### src/rtl/ofs_fim_pcie_ss_sb2ib_pipe.sv
// ---------------------------------------------------------------------------
// ofs_fim_pcie_ss_sb2ib_pipe
//
// Converts a PCIe SS AXI-S stream whose TLP headers travel on a sideband
// (in_hdr qualified by in_hvalid on SOP beats) into an in-band stream. The
// header occupies the low HDR_W bits of the first output beat. The payload is
// shifted up by HDR_W, and the top HDR_W bits of every input beat are carried
// into the next output beat. When the last input beat still has bytes in its
// top HDR_W slice, one extra flush beat is emitted to drain the carry.
//
// Parameters
//   DATA_W  data bus width (multiple of HDR_W, at least 2*HDR_W)
//   HDR_W   sideband header width
//   USER_W  tuser_vendor width
//
// Ports
//   clk, rst_n                  clock, synchronous active-low reset
//   in_tvalid/in_tready         input handshake
//   in_tdata/in_tkeep/in_tlast  input payload beat (no header)
//   in_tuser_vendor             vendor bits, sampled at SOP
//   in_hvalid/in_hdr            sideband header, valid on SOP beats only
//   out_tvalid/out_tready       registered output handshake
//   out_tdata/out_tkeep/out_tlast  in-band output beat
//   out_tuser_vendor            SOP-sampled vendor bits, held for the TLP
//   err_proto                   sticky protocol error (hvalid misplaced)
//
// Optional build macro OFS_SB2IB_PIPE_STATS_EN adds:
//   stat_pkt_cnt[31:0]          TLPs delivered (tlast handshakes)
//   stat_stall_cnt[31:0]        cycles with out_tvalid & !out_tready
// ---------------------------------------------------------------------------
module ofs_fim_pcie_ss_sb2ib_pipe #(
    parameter int DATA_W = 512,
    parameter int HDR_W  = 256,
    parameter int USER_W = 1
) (
    input  logic                clk,
    input  logic                rst_n,
    input  logic                in_tvalid,
    output logic                in_tready,
    input  logic [DATA_W-1:0]   in_tdata,
    input  logic [DATA_W/8-1:0] in_tkeep,
    input  logic                in_tlast,
    input  logic [USER_W-1:0]   in_tuser_vendor,
    input  logic                in_hvalid,
    input  logic [HDR_W-1:0]    in_hdr,
    output logic                out_tvalid,
    input  logic                out_tready,
    output logic [DATA_W-1:0]   out_tdata,
    output logic [DATA_W/8-1:0] out_tkeep,
    output logic                out_tlast,
    output logic [USER_W-1:0]   out_tuser_vendor,
    output logic                err_proto
`ifdef OFS_SB2IB_PIPE_STATS_EN
    ,
    output logic [31:0]         stat_pkt_cnt,
    output logic [31:0]         stat_stall_cnt
`endif
);

    localparam int LO  = DATA_W - HDR_W;
    localparam int KW  = DATA_W / 8;
    localparam int LOB = LO / 8;
    localparam int HB  = HDR_W / 8;

    generate
        if ((DATA_W % HDR_W) != 0 || DATA_W < 2 * HDR_W) begin : g_bad_cfg
            $fatal(1, "ofs_fim_pcie_ss_sb2ib_pipe: DATA_W must be a multiple of HDR_W and >= 2*HDR_W");
        end
    endgenerate

    typedef enum logic [1:0] {
        ST_SOP   = 2'd0,
        ST_BODY  = 2'd1,
        ST_FLUSH = 2'd2
    } state_t;

    state_t             state_p0;
    state_t             state_nxt;

    // Carry of the top HDR_W slice of the last accepted beat
    logic [HDR_W-1:0]   carry_p0;
    logic [HB-1:0]      ckeep_p0;

    // Output register
    logic               vld_p1;
    logic [DATA_W-1:0]  tdata_p1;
    logic [KW-1:0]      tkeep_p1;
    logic               tlast_p1;
    logic [USER_W-1:0]  user_p1;
    logic               err_p1;

    logic               vld_nxt;
    logic [DATA_W-1:0]  tdata_nxt;
    logic [KW-1:0]      tkeep_nxt;
    logic               tlast_nxt;
    logic [USER_W-1:0]  user_nxt;
    logic               err_nxt;

    logic               load;
    logic               rdy;
    logic               accept;
    logic               top_empty;
    logic               is_sop;

    // -------- stage p0: handshake, next state and output beat formation ----
    always_comb begin
        load      = !vld_p1 || out_tready;
        rdy       = load && (state_p0 != ST_FLUSH);
        accept    = in_tvalid && rdy;
        is_sop    = (state_p0 == ST_SOP);
        // Empty top slice on the last beat means no carry left to flush.
        top_empty = (in_tkeep[KW-1:LOB] == '0);

        state_nxt = state_p0;
        vld_nxt   = vld_p1;
        tdata_nxt = tdata_p1;
        tkeep_nxt = tkeep_p1;
        tlast_nxt = tlast_p1;
        user_nxt  = user_p1;
        err_nxt   = err_p1;

        case (state_p0)
            ST_SOP, ST_BODY: begin
                if (accept) begin
                    if (!in_tlast) begin
                        state_nxt = ST_BODY;
                    end else if (top_empty) begin
                        state_nxt = ST_SOP;
                    end else begin
                        state_nxt = ST_FLUSH;
                    end
                end
            end
            ST_FLUSH: begin
                if (load) begin
                    state_nxt = ST_SOP;
                end
            end
            default: begin
                state_nxt = ST_SOP;
            end
        endcase

        if (load) begin
            vld_nxt = accept || (state_p0 == ST_FLUSH);
            if (state_p0 == ST_FLUSH) begin
                tdata_nxt = {{LO{1'b0}}, carry_p0};
                tkeep_nxt = {{LOB{1'b0}}, ckeep_p0};
                tlast_nxt = 1'b1;
            end else if (accept) begin
                // SOP beats take the sideband header even without hvalid;
                // the error flag reports that case separately.
                tdata_nxt = {in_tdata[LO-1:0], is_sop ? in_hdr : carry_p0};
                tkeep_nxt = {in_tkeep[LOB-1:0], is_sop ? {HB{1'b1}} : ckeep_p0};
                tlast_nxt = in_tlast && top_empty;
                if (is_sop) begin
                    user_nxt = in_tuser_vendor;
                end
            end
        end

        if (accept && ((is_sop && !in_hvalid) || (!is_sop && in_hvalid))) begin
            err_nxt = 1'b1;
        end
    end

    always_ff @(posedge clk) begin
        if (!rst_n) begin
            state_p0 <= ST_SOP;
        end else begin
            state_p0 <= state_nxt;
        end
    end

    always_ff @(posedge clk) begin
        if (!rst_n) begin
            carry_p0 <= '0;
            ckeep_p0 <= '0;
        end else if (accept) begin
            carry_p0 <= in_tdata[DATA_W-1:LO];
            ckeep_p0 <= in_tkeep[KW-1:LOB];
        end
    end

    // -------- stage p1: registered output ----------------------------------
    always_ff @(posedge clk) begin
        if (!rst_n) begin
            vld_p1   <= 1'b0;
            tdata_p1 <= '0;
            tkeep_p1 <= '0;
            tlast_p1 <= 1'b0;
            user_p1  <= '0;
            err_p1   <= 1'b0;
        end else begin
            vld_p1   <= vld_nxt;
            tdata_p1 <= tdata_nxt;
            tkeep_p1 <= tkeep_nxt;
            tlast_p1 <= tlast_nxt;
            user_p1  <= user_nxt;
            err_p1   <= err_nxt;
        end
    end

    assign in_tready        = rdy;
    assign out_tvalid       = vld_p1;
    assign out_tdata        = tdata_p1;
    assign out_tkeep        = tkeep_p1;
    assign out_tlast        = tlast_p1;
    assign out_tuser_vendor = user_p1;
    assign err_proto        = err_p1;

`ifdef OFS_SB2IB_PIPE_STATS_EN
    logic [31:0] pkt_cnt_p1;
    logic [31:0] stall_cnt_p1;

    always_ff @(posedge clk) begin
        if (!rst_n) begin
            pkt_cnt_p1   <= '0;
            stall_cnt_p1 <= '0;
        end else begin
            if (vld_p1 && out_tready && tlast_p1) begin
                pkt_cnt_p1 <= pkt_cnt_p1 + 32'd1;
            end
            if (vld_p1 && !out_tready) begin
                stall_cnt_p1 <= stall_cnt_p1 + 32'd1;
            end
        end
    end

    assign stat_pkt_cnt   = pkt_cnt_p1;
    assign stat_stall_cnt = stall_cnt_p1;
`endif

endmodule

### config.mk
export PLATFORM = sky130hd
export DESIGN_NAME = ofs_fim_pcie_ss_sb2ib_pipe
export DESIGN_NICKNAME = d
export VERILOG_FILES = /design/src/rtl/ofs_fim_pcie_ss_sb2ib_pipe.sv
export SDC_FILE = /design/constraint.sdc
export NUM_CORES = 2
export LEC_CHECK = 0
export CAP_MARGIN = 5
export CORE_AREA = 8 8 539 541
export CTS_BUF_LIST = sky130_fd_sc_hd__clkbuf_2
export DETAILED_ROUTE_END_ITERATION = 16
export DIE_AREA = 0 0 547 549
export GPL_TIMING_DRIVEN = 0
export HOLD_SLACK_MARGIN = 0.15
export PLACE_DENSITY = 0.3
export RECOVER_POWER = 50
export SYNTH_ARGS = -nofsm -noshare
export SYNTH_HDL_FRONTEND = slang
export SYNTH_SLANG_ARGS = --single-unit
### constraint.sdc
create_clock -name clk -period 2.2 [get_ports clk]
set_clock_uncertainty 0.15 [all_clocks]
set_input_delay 0.55 -clock clk [delete_from_list [all_inputs] [get_ports clk]]
set_output_delay 0.55 -clock clk [all_outputs]
set_load 0.005 [all_outputs]
==> impl_metrics.toml, run 1 <==
[place]
place_hpwl_mm = 210
place_congestion = 0.808
numPortBuffers = 1419

[cts]
cts-hold-fix-buffers = 1926
cts_sinks = 870
max-clock-path-buffers = 4
post_cts_buffers = 170
ctsRootBufferMaster = "clkbuf_2"
cts_made_buffers = 292
h-tree-depth = 5
cts_resized = 3893

[logic_synthesis]
syn_nets = 4656
synth_area_sq_mm = 0.0319
ys_seq_area_share_pct = 54.6
synth-seq-cells = 870
netlist-cell-type-count = 31
syn_inst = 3817
avgSynthCellArea_sq_um = 8.36
yosysWarnings = 0

[outcome]
outcome = "stopped before the end"
error_line = "[ERROR RSZ-0060] Max buffer count reached."
lastStage = "clock tree synthesis (4_1_cts)"

[floorplan]
die_y_microns = 549
die_x_microns = 547
io_pins = 1420
rows = 195
start_util_pct = 11.3
-- stage by stage --
stage               cell area (sq um)  std cells  worst slack, ns  util [%]
floorplan                       31900       3817            0.369         -
global placement                50800       8979            -3.87      18.1
detailed placement              50900       8983            -1.77      18.1
-- Yosys cell counts (all sizes together) --
cell,number,share of area [%]
dfxtp,870,55
a311oi,256,7.2
o21a,1,0.024
nand3,2,0.031
nand2b,2,0.039
nor4,8,0.16
xnor2,1,0.027
nand4b,1,0.027
a22oi,288,6.8
nand2,1088,13
nor2b,2,0.063
nor2,582,6.9
nor3b,1,0.024
o21ai,3,0.047
o32ai,1,0.027
o22ai,1,0.020
clkbuf,153,1.8
nand4,2,0.039
or2,1,0.020
a2111oi,1,0.031
buf,196,3.8
and3,1,0.020
nor3,65,1.0
inv,1,0.012
a21oi,290,4.5
-- cells by family after synthesis --
logic type | Yosys count | synth area share, %
and+or+nand+nor | 1755 | 21.1
DFF | 870 | 54.6
AOI/OAI and AO/OA | 841 | 18.7
buffers and inverters | 350 | 5.65
xor gates and xnor gates | 1 | 0.0274
==> run 2, diff against run 1 <==
--- a/config.mk
+++ b/config.mk
@@ -6,13 +6,11 @@
 export NUM_CORES = 2
 export LEC_CHECK = 0
 export CAP_MARGIN = 5
-export CORE_AREA = 8 8 539 541
-export CTS_BUF_LIST = sky130_fd_sc_hd__clkbuf_2
+export CORE_AREA = 8 8 546 548
 export DETAILED_ROUTE_END_ITERATION = 16
-export DIE_AREA = 0 0 547 549
+export DIE_AREA = 0 0 554 556
 export GPL_TIMING_DRIVEN = 0
-export HOLD_SLACK_MARGIN = 0.15
-export PLACE_DENSITY = 0.3
+export PLACE_DENSITY_LB_ADDON = 0.15
 export RECOVER_POWER = 50
 export SYNTH_ARGS = -nofsm -noshare
 export SYNTH_HDL_FRONTEND = slang
==> impl_metrics.toml, run 2 <==
[cts]
max-clock-path-buffers = 4
h-tree-depth = 3
cts_made_buffers = 117
cts_tree = "built"
clk_latency_ns = 0.85
cts_sinks = 870
ctsRootBufferMaster = "clkbuf_16"
clk_pin_slew_ns = 0.06

[pwr]
clockPowerShare_pct = 42.1
p_per_area_mw_per_mm2 = 820
p_switching_mw = 13.5
share_comb_of_total_power_pct = 19.5
p_int_mw = 32.6
ir_drop_v = 0.000597
pwr-share-seq_pct = 38.5
swShare_pct = 29.4
p_leak_nw = 21.8

[logic_synthesis]
yosysWarnings = 0
synth_edf_count = 0
avgSynthCellArea_sq_um = 8.36
yosys.area.top_type = "dfxtp_1"
synth_area_leaders = "dfxtp_1 55%, nand2_1 13%, nor2_1 6.8%"
synth_common_cells = "1088 x nand2_1, 870 x dfxtp_1, 581 x nor2_1"
synth-seq-cells = 870
synthFlopType = "dfxtp_1"
synth_area_sq_mm = 0.0319
postSynth.asyncResetShare_pct = 0
netlist-cell-type-count = 31
syn_nets = 4656
synth_top_area_share_pct = 54.6
ys_seq_area_share_pct = 54.6
syn_inst = 3817
yosysMostFrequentCell = "nand2_1"

[worst_setup_path]
crit_family = "flip-flops"
cp-startpoint = "state_p0[1]$_SDFFE_PN0P_"
cp-end-kind = "primary output"
path_buf_inv = 1
path_cells = "nor2b_4 > nor2_1 > buf_2"
critPathLaunchType = "register"
max_stage_delay_ns = 0.34
r2r-start = "state_p0[1]$_SDFFE_PN0P_"
cp_max_fo = 2
crit_slowest_cell = "dfxtp_4"
required_ns = 1.50
critPathKind = "register to primary output"
worstPathArrival_ns = 1.56

[global_route]
grt_pass1_vias = 35600
grt_pass1_wl_mm = 327
grt_start_max_net_pins = 18
grt-ovfl-total = 0
track_usage_pct = 15.2
antenna_found_initial = 173

[sta]
fin_ws_ns = -0.0636
min_period_ns = 2.26
rsz0062_at_grt = "true"
finalHoldViolCount = 0
min_period_over_period_pct = 103
drv_slew = 0
max_freq_mhz = 442
tightestPinTransition_ns = 0.841
whs_ns = 0.103
slew_headroom_pct = 43.4
setup_viol = 91

[place]
place_congestion = 0.823
dp.cells = 9038
numPortBuffers = 1419
place_hpwl_mm = 208

[drt]
first_pass_iters = 5
wl_mm = 254
ant_nets = 0
drc_errors = 0
drtIter0Drc = 2033
wl_per_cell_microns = 27.1
routed_via_density = 3.79
vias = 35500

[flow_run]
maxCapViolCount = 0

[final_layout]
fin_nets = 6287
mostFrequentLayoutCells = "1086 x nand2_1, 838 x clkdlybuf4s50_1, 728 x dfxtp_1"
fin_cells = 9373
layout-area-overhead-vs-synth_pct = 76.0
final_common_cell = "nand2_1"
layout-drive-gt1-share_pct = 23.1
postLayoutCoreUtil_pct = 19.4
largest_reg_flops = 512

[outcome]
outcome = "complete, but fails checks"
failed_checks = "setup timing"

[floorplan]
io_pins = 1420
coreArea_sq_mm = 0.289
rows = 198
dieArea_sq_mm = 0.308
die_y_microns = 556
start_util_pct = 11.0
die_x_microns = 554

[min_path]
hp-start = "in_tdata[265]"
hp-class = "input pin to register"
[run 2: worst min-delay path, cell delays in order]
cell and delay [ns]:
clkdlybuf4s50_1 0.40, nand2_1 0.06, a21oi_1 0.05
[run 2: cell families (layout without fill, tap and decap cells)]
group | count (synthesis) | count (layout) | share of synthesized area (%)
xor gates and xnor gates | 1 | 1 | 0.0274
AOI/OAI and AO/OA | 841 | 841 | 18.7
and+or+nand+nor | 1755 | 1755 | 21.1
buffers and inverters | 350 | 2070 | 5.65
DFF | 870 | 870 | 54.6
other | 0 | 36 | 0
[run 2: cell type report]
| cell class | instances | area (sq um) |
|---|---|---|
| clock inverters | 31 | 360 |
| repair buffers | 1516 | 13900 |
| well taps | 3800 | 4750 |
| clock buffers | 177 | 3480 |
| inverters | 1 | 3.75 |
| multi-input cells | 2597 | 13400 |
| fillers | 32600 | 233000 |
| flip-flops and latches | 870 | 17600 |
| diodes | 36 | 90.1 |
| plain buffers | 345 | 2570 |
[run 2: power by group through the flow]
stage	Clock, mW	Combinational, mW	Sequential [mW]
2_1_floorplan	0	3.01	17.9
3_3_place_gp	0	8.77	18.0
3_5_place_dp	0	8.79	18.0
4_1_cts	20.1	8.48	17.7
5_1_grt	20.7	9.69	17.9
6_report	19.4	8.97	17.7
[run 2: timing repair]
action | CTS | global route
gates resized for setup | 2356 | 392
hold buffers | 21 | 0
cloned | 0 | 28
hold endpoints to repair | 21 | 0
setup buffers | 31 | 15
setup endpoints to repair | 1449 | 341
pin swaps | 1 | 116
[run 2: worst paths after layout]
check	slack [ns]	depth (start not counted)	end
worst max-delay path	-0.06	3	in_tready
worst min-delay path	0.10	3	carry_p0[9]$_SDFFE_PN0P_
worst max register to register	-0.06	9	out_tdata[138]$_SDFFE_PN0P_
worst min register to register	0.30	2	carry_p0[3]$_SDFFE_PN0P_
[run 2: layer usage]
metal	track usage (%)	part of all wire, %	vias to the layer above
met5	0	0.49	-
met4	2.19	1.5	198
met3	6.92	9.7	417
met2	28.3	51	1377
met1	16.0	37	17100
li1	-	-	16400
[run 2: per-stage QoR]
stage | TNS, ns | setup WS (ns) | area [sq um] | total power, mW
after floorplan | 0 | 0.369 | 31900 | 20.9
after global placement | -1675.74 | -3.89 | 50900 | 26.8
after detailed placement | -1118.36 | -1.71 | 50900 | 26.8
after CTS | -0.346 | -0.190 | 54100 | 46.3
after global routing | -28.80 | -0.186 | 56100 | 48.2
final | -2.29 | -0.0636 | 56200 | 46.1
Power figures use the tool's default switching activity.
